===== src/rtl/stream_rr_arbiter.sv =====
// Packet-aware round-robin arbiter: one owner holds the sink for a whole packet,
// output goes through a single register slice, and a beat watchdog caps packet length.
module stream_rr_arbiter #(
  parameter int N         = 4,
  parameter int LEN       = 8,
  parameter int MAX_BEATS = 16
) (
  input  logic             clk,
  input  logic             rst,
  input  logic [N-1:0]     s_valid,
  input  logic [N*LEN-1:0] s_data,
  input  logic [N-1:0]     s_last,
  output logic [N-1:0]     s_ready,
  output logic             m_valid,
  output logic [LEN-1:0]   m_data,
  output logic             m_last,
  input  logic             m_ready,
  output logic [N-1:0]     grant,
  output logic             busy,
  output logic             trunc
);

  localparam int          PW        = (N > 1) ? $clog2(N) : 1;
  localparam logic [15:0] LAST_BEAT = 16'(MAX_BEATS - 1);

  typedef enum logic [0:0] {
    IDLE = 1'b0,
    LOCK = 1'b1
  } state_t;

  state_t           state_r, state_s;
  logic [N-1:0]     grant_r, grant_s;
  logic             busy_r, busy_s;
  logic [PW-1:0]    ptr_r, ptr_s;
  logic [15:0]      beats_r, beats_s;
  logic             m_valid_r, m_valid_s;
  logic [LEN-1:0]   m_data_r, m_data_s;
  logic             m_last_r, m_last_s;
  logic             trunc_r, trunc_s;

  logic [N-1:0]     ready_s;
  logic             xfer_s;
  logic             release_s;
  logic [PW-1:0]    g_idx_s;
  logic [LEN-1:0]   g_data_s;
  logic             g_last_s;
  logic             found_s;
  logic [PW-1:0]    pick_s;

  function automatic logic [PW-1:0] wrap_idx(input logic [PW-1:0] base, input int step);
    int sum;
    sum = int'(base) + step;
    sum = (sum >= N) ? (sum - N) : sum;
    return PW'(sum);
  endfunction

  // Owner mux: grant is one-hot, so OR-reduction selects the owner's beat.
  always_comb begin
    g_idx_s  = {PW{1'b0}};
    g_data_s = {LEN{1'b0}};
    g_last_s = 1'b0;
    for (int i = 0; i < N; i++) begin
      g_idx_s  = g_idx_s  | (PW'(i) & {PW{grant_r[i]}});
      g_data_s = g_data_s | (s_data[i*LEN +: LEN] & {LEN{grant_r[i]}});
      g_last_s = g_last_s | (s_last[i] & grant_r[i]);
    end
  end

  // Source accept and release decode.
  always_comb begin
    ready_s   = grant_r & {N{busy_r && (!m_valid_r || m_ready)}};
    xfer_s    = |(ready_s & s_valid);
    release_s = xfer_s && (g_last_s || (beats_r == LAST_BEAT));
  end

  // Round-robin scan from ptr; descending loop lets the nearest candidate win.
  always_comb begin
    found_s = 1'b0;
    pick_s  = ptr_r;
    for (int k = N - 1; k >= 0; k--) begin
      found_s = found_s | s_valid[wrap_idx(ptr_r, k)];
      pick_s  = s_valid[wrap_idx(ptr_r, k)] ? wrap_idx(ptr_r, k) : pick_s;
    end
  end

  // FSM next state and output-slice next values.
  always_comb begin
    state_s   = state_r;
    grant_s   = grant_r;
    busy_s    = busy_r;
    ptr_s     = ptr_r;
    beats_s   = beats_r;
    m_valid_s = m_valid_r;
    m_data_s  = m_data_r;
    m_last_s  = m_last_r;
    trunc_s   = 1'b0;

    if (xfer_s) begin
      m_valid_s = 1'b1;
      m_data_s  = g_data_s;
      m_last_s  = release_s;
    end else if (m_valid_r && m_ready) begin
      m_valid_s = 1'b0;
    end else begin
      m_valid_s = m_valid_r;
    end

    case (state_r)
      IDLE: begin
        if (found_s) begin
          state_s = LOCK;
          grant_s = {{(N-1){1'b0}}, 1'b1} << pick_s;
          busy_s  = 1'b1;
          beats_s = 16'd0;
        end else begin
          state_s = IDLE;
        end
      end
      LOCK: begin
        if (release_s) begin
          state_s = IDLE;
          grant_s = {N{1'b0}};
          busy_s  = 1'b0;
          ptr_s   = wrap_idx(g_idx_s, 1);
          beats_s = 16'd0;
          trunc_s = !g_last_s;
        end else if (xfer_s) begin
          beats_s = beats_r + 16'd1;
        end else begin
          state_s = LOCK;
        end
      end
      default: begin
        state_s = IDLE;
        grant_s = {N{1'b0}};
        busy_s  = 1'b0;
      end
    endcase
  end

  // State and output registers.
  always_ff @(posedge clk or negedge rst) begin
    if (!rst) begin
      state_r   <= IDLE;
      grant_r   <= {N{1'b0}};
      busy_r    <= 1'b0;
      ptr_r     <= {PW{1'b0}};
      beats_r   <= 16'd0;
      m_valid_r <= 1'b0;
      m_data_r  <= {LEN{1'b0}};
      m_last_r  <= 1'b0;
      trunc_r   <= 1'b0;
    end else begin
      state_r   <= state_s;
      grant_r   <= grant_s;
      busy_r    <= busy_s;
      ptr_r     <= ptr_s;
      beats_r   <= beats_s;
      m_valid_r <= m_valid_s;
      m_data_r  <= m_data_s;
      m_last_r  <= m_last_s;
      trunc_r   <= trunc_s;
    end
  end

  assign s_ready = ready_s;
  assign m_valid = m_valid_r;
  assign m_data  = m_data_r;
  assign m_last  = m_last_r;
  assign grant   = grant_r;
  assign busy    = busy_r;
  assign trunc   = trunc_r;

endmodule


===== config.mk =====
export PLATFORM = sky130hd
export DESIGN_NAME = stream_rr_arbiter
export DESIGN_NICKNAME = d
export VERILOG_FILES = /design/src/rtl/stream_rr_arbiter.sv
export SDC_FILE = /design/constraint.sdc
export NUM_CORES = 1
export LEC_CHECK = 0
export CELL_PAD_IN_SITES_DETAIL_PLACEMENT = 1
export CELL_PAD_IN_SITES_GLOBAL_PLACEMENT = 1
export CORE_UTILIZATION = 38
export CTS_BUF_LIST = sky130_fd_sc_hd__clkbuf_4 sky130_fd_sc_hd__clkbuf_8
export DETAILED_ROUTE_END_ITERATION = 6
export PLACE_DENSITY = 0.89
export SKIP_LAST_GASP = 1
export SLEW_MARGIN = 20
export SYNTH_ARGS = -nofsm -noshare
export SYNTH_HDL_FRONTEND = slang
export SYNTH_SLANG_ARGS = --single-unit

===== constraint.sdc =====
create_clock -name clk -period 3.8 [get_ports clk]
set_input_delay 1.14 -clock clk [delete_from_list [all_inputs] [get_ports clk]]
set_output_delay 1.14 -clock clk [all_outputs]
set_load 0.02 [all_outputs]

======== Yosys cells after proc, flatten, opt, wreduce, memory -nomap -nowiden ========
Index checks and enable logic that the tools add are counted.
cells by class
  equal/unequal tests ..................... 4
  mux-type cells .......................... 34
  order comparisons ....................... 9
  reduce and logical (&&, ||, !) cells .... 12
  $add $sub $neg .......................... 10
  shift operators ......................... 1
  bitwise operators ....................... 22
operator list
  operator               count
  $mux 16                3
  $and 8x8->8            4
  $pmux 16 s2            1
  $or 8x8->8             3
  $mux 2                 9
  $add 16x1->16 const B  1
  $eq 16x4->1 const B    1
  $ge 3x3->1 const B     4
  $lt 2x3->1 const B     4
  $mux 1                 12
  $sub 2x1->2 const B    5
  $and 4x4->4            2
  $bmux 1 s2             4
  $mux 4                 2
  $pmux 4 s2             1
  $add 2x1->3 const B    2
  $add 2x2->3 const B    2
  $or 1x1->1             6
  $reduce_and 2->1       3
  $and 1x1->1            4
  $pmux 1 s2             2
  $reduce_or 4->1        1
  $shl 1x2->4 const A    1
  $ge 2x3->1 const B     1
  10 further kinds       14
word-level totals
  register bits after elaboration ......... 35
  output and inout bits ................... 20
  logic and storage cells ................. 101

======== Logic depth before layout (Yosys ltp) ========
  depth after elaboration ................. 12
  depth in mapped cells ................... 8
  mapped depth without buffers ............ 6

======== Least setup slack after synthesis ========
No wires, ideal clock.
  path kind ............................... in2out
  from .................................... input port m_ready
  to ...................................... output port s_ready[0]
  data required time ...................... 2.660 ns
  data arrival time ....................... 1.612 ns
  stages on the path ...................... 2
  buffers on the path ..................... 0
  setup slack ............................. 1.048 ns
  path through ............................ nand2b_1 > and3_1
between the ends
  longest elaborated chain between the ends .. 3
RTL lines
  element             line  source
  start: declaration  17    input logic m_ready,
  $logic_or 1x1->1    71    ready_s = grant_r & {N{busy_r && (!m_valid_r || m_ready)}};
  $logic_and 1x1->1   71
  $and 4x4->4         71
  end: declaration    13    output logic [N-1:0] s_ready,
No other way between the ends.

======== Worst setup path in the final report ========
  from .................................... input port m_ready
  to ...................................... output port s_ready[1]
Same word-level chain as after synthesis.

==> impl_summary.txt <==
----------------------------------------------------
[Logic synthesis]
  Fraction of registers with async set or reset after synthesis ... 100%
  Top post-synthesis cells by area ... dfrtp_1 44%, nand2_1 5.4%, nand3_1 5.2%
  Synthesized netlist net count ... 273
  Top post-synthesis cells by count ... 35 x dfrtp_1, 29 x nand2_1, 21 x nand3_1, 20 x o21ai_0, 13 x nor2_1
  Library cell with the largest summed area after synthesis ... dfrtp_1
  Distinct cell type count after synthesis ... 48
  Post-synthesis sequential area ratio ... 43.5%
  Total number of yosys warnings ... 0
  Number of flops mapped to enable cells by yosys ... 0
  Synth Flop Type ... dfrtp_1
  Number of flip-flops and latches in the synthesized netlist ... 35
  Average footprint of a synthesized cell ... 8.79 µm²
  Share of the synthesized area in the top cell type ... 43.5%
  Area of the mapped netlist ... 0.00201 mm²
  Post-synthesis cell count ... 229
  Top-count cell post-synth ... dfrtp_1

[Layout]
  Fillers ... 623
  Final core utilization ... 54.3%
  Fraction of layout instances using a drive strength above 1 ... 6.21%
  Multi-input gate area in the final layout ... 0.00104 mm²
  Storage cell area ... 876 µm²
  Layout Area Growth over Synthesis ... 37.7%
  Diode insertion count for antenna repair ... 0
  Final cell area excluding filler cells ... 0.00277 mm²
  Nets@finish ... 334

[GRT]
  Pin count of the biggest net entering global routing ... 36
  Total overflow reported by the global router ... 0
  Aggregate global-route resource usage ... 26.5%
  Via count of the first global-routing pass ... 2152
  Initial antenna violation count ... 0
  First-pass GRT wire length ... 10900 µm

[Drt]
  Detailed-route wire length ... 6830 µm
  Via Count ... 2124
  Post-route antenna net violation count ... 0
  Number of design rule violations left after detail routing ... 0
  Number of search-and-repair iterations in the first detailed-routing pass ... 4
  Iteration-0 DRC count of the detailed router ... 114
  Routed length per placed instance ... 19.0 µm
  Mean number of vias per cell ... 5.90

[Placed design]
  Placer congestion estimate ... 0.866
  Setup slack at placement ... 0.0540 ns
  Estimated wirelength of the detail-placed design ... 4890 µm
  I/O Buffers ... 62
  Cell area after placement ... 0.00268 mm²

[Timing]
  Setup slack after layout ... 0.0583 ns
  Accumulated negative setup slack ... 0 ns
  Unrepaired setup endpoints after global routing ... false
  Worst hold-check slack ... 0.481 ns
  Number of setup violations in the final report ... 0
  Headroom to the max-slew limit ... 33.6%
  Maximum frequency from static timing analysis ... 267 MHz
  Number of max-slew violations in the final report ... 0
  Transition time at the pin with the least slew margin ... 0.992 ns
  Post-layout min period ... 3.74 ns
  Period utilization ... 98.5%
  Post-Route Skew ... 0.00511 ns
  Final number of hold-violating endpoints ... 0

[Clock network]
  Worst-skew pair later-pin latency ... 0.30 ns
  TritonCTS Buffers ... 5
  Number of buffers inserted by hold repair at cts ... 0
  Count of instances resized after the clock tree is built ... 0
  Clock H-tree levels ... 2
  Maximum clock insertion buffer count ... 2
  Clock transition at the register clock pins on the worst setup and hold paths after CTS ... 0.07 ns
  TritonCTS clock tree ... done
  Buffer type at the clock tree root ... clkbuf_8
  Number of sinks handled by clock tree synthesis ... 35
  Post-CTS Setup Repair Bufs ... 0

[Power and ir drop]
  Leak ... 1.16 nW
  Power density over the cells ... 639 mW/mm²
  Worst vdd rail ir drop ... 0.435 mV

[Critical path]
  Capturing point of the worst reg2reg path ... beats_r[9]
  Setup crit end kind ... output pin
  CP max-delay cell ... clkdlybuf4s50_1
  Critical path, cell by cell ... clkdlybuf4s50_1 > nand2b_1 > and3_1 > clkdlybuf4s50_1
  Worst endpoint data arrival time ... 2.60 ns
  Number of cells on the worst reg-to-reg path ... 6
  Cell seen most often among critical-path stages ... clkdlybuf4s50_1
  Category of the most critical setup path ... input port to output pin
  Required time of the critical path ... 2.66 ns
  Worst reg2reg startpoint ... beats_r[0]
  Largest fanout on the critical path ... 5
  Startpoint Class ... input port
  Critical Path Max Stage Delay ... 0.61 ns
  Register-to-register path setup slack ... 1.53 ns

[Die]
  Number of I/O pins ... 63
  Die height ... 74.8 µm
  Die width ... 74.8 µm
  Die Outline Area ... 0.00559 mm²
  Cell row count ... 26
  Floorplan Core Area ... 0.00511 mm²
  Initial core utilization ... 39.4%

[Hold path]
  End point of the worst hold path ... m_data[7]
  Hold Path Class ... flip-flop to flip-flop
  Number of instances on the worst hold path ... 2
  Hold path start ... m_data[7]

[Flow run]
  Max-cap violation count ... 0

[Outcome]
  Result of the run ... finished, final reports clean

----------------------------------------------------
==> cell type report <==
class                   count  share of cell area [%]
clock inverters             1                   0.181
well taps                  70                    3.16
multi-input cells         174                    37.5
clock buffers               6                    2.98
flip-flops and latches     35                    31.6
inverters                   7                   0.948
repair buffers             67                    23.6
==> routing by layer <==
metal	GRT usage, %	up-vias	part of all wire (%)
li1	-	993	-
met1	32.0	1059	43
met2	47.3	49	51
met3	4.69	23	2.8
met4	9.43	0	2.8
met5	0	-	0
==> cells in the final DEF, fill, tap and decap left out, types with 3 or more instances in the layout <==
master	instances
nand2_1	29
a221oi_1	8
nand4_1	3
buf_4	5
clkbuf_8	6
inv_1	7
a22oi_1	3
nor2_1	13
nor3_1	6
o21ai_0	19
nand3_1	21
nor4_1	5
o22ai_1	3
o31ai_1	5
dfrtp_1	35
a21oi_1	10
a22o_1	9
and3_1	4
clkdlybuf4s50_1	60
==> worst max-delay path: cells and delay by family <==
family                 cells  cell delay [ns]
AND/OR/NAND/NOR            2             0.40
buffers and inverters      2             1.06
==> flip-flops by register name, summed over array words and instances, names as in the netlist <==
register and count:
m_valid 1, beats_r 16, busy 1, ptr_r 2
state_r 1, grant 4, m_last 1, trunc 1
m_data 8
==> worst max-delay path by stage <==
stage / startpoint / cells after the start / end / slack [ns]
4_1_cts: m_ready / 4 / s_ready[0] / 0.04
5_1_grt: m_ready / 4 / s_ready[1] / 0.02
2_1_floorplan: m_ready / 2 / s_ready[0] / 1.05
3_5_place_dp: m_ready / 4 / s_ready[0] / 0.05
6_report: m_ready / 4 / s_ready[1] / 0.06
3_3_place_gp: m_ready / 4 / s_ready[0] / 0.1
==> metrics by stage <==
stage | power (mW) | std cells
after floorplan | 1.10 | 229
after CTS | 1.78 | 360
after global placement | 1.46 | 353
after global routing | 1.88 | 360
final | 1.77 | 360
after detailed placement | 1.50 | 353
==> where the power goes <==
part | internal [mW] | switching (mW) | total (mW)
clock network | 0.142 | 0.142 | 0.284
logic | 0.399 | 0.470 | 0.869
registers | 0.470 | 0.150 | 0.620
==> cells by family (layout without fill, tap and decap cells) <==
| kind of cell | count (synthesis) | in the layout | share of synthesized area (%) |
|---|---|---|---|
| simple gates | 97 | 97 | 24.5 |
| compound gates | 73 | 73 | 25.1 |
| flops | 35 | 35 | 43.5 |
| buf+inv | 20 | 81 | 4.85 |
| mux | 2 | 2 | 0.994 |
| fa+ha+maj | 1 | 1 | 0.621 |
| xor+xnor | 1 | 1 | 0.435 |
No activity file was read; power rests on OpenSTA's default activity.
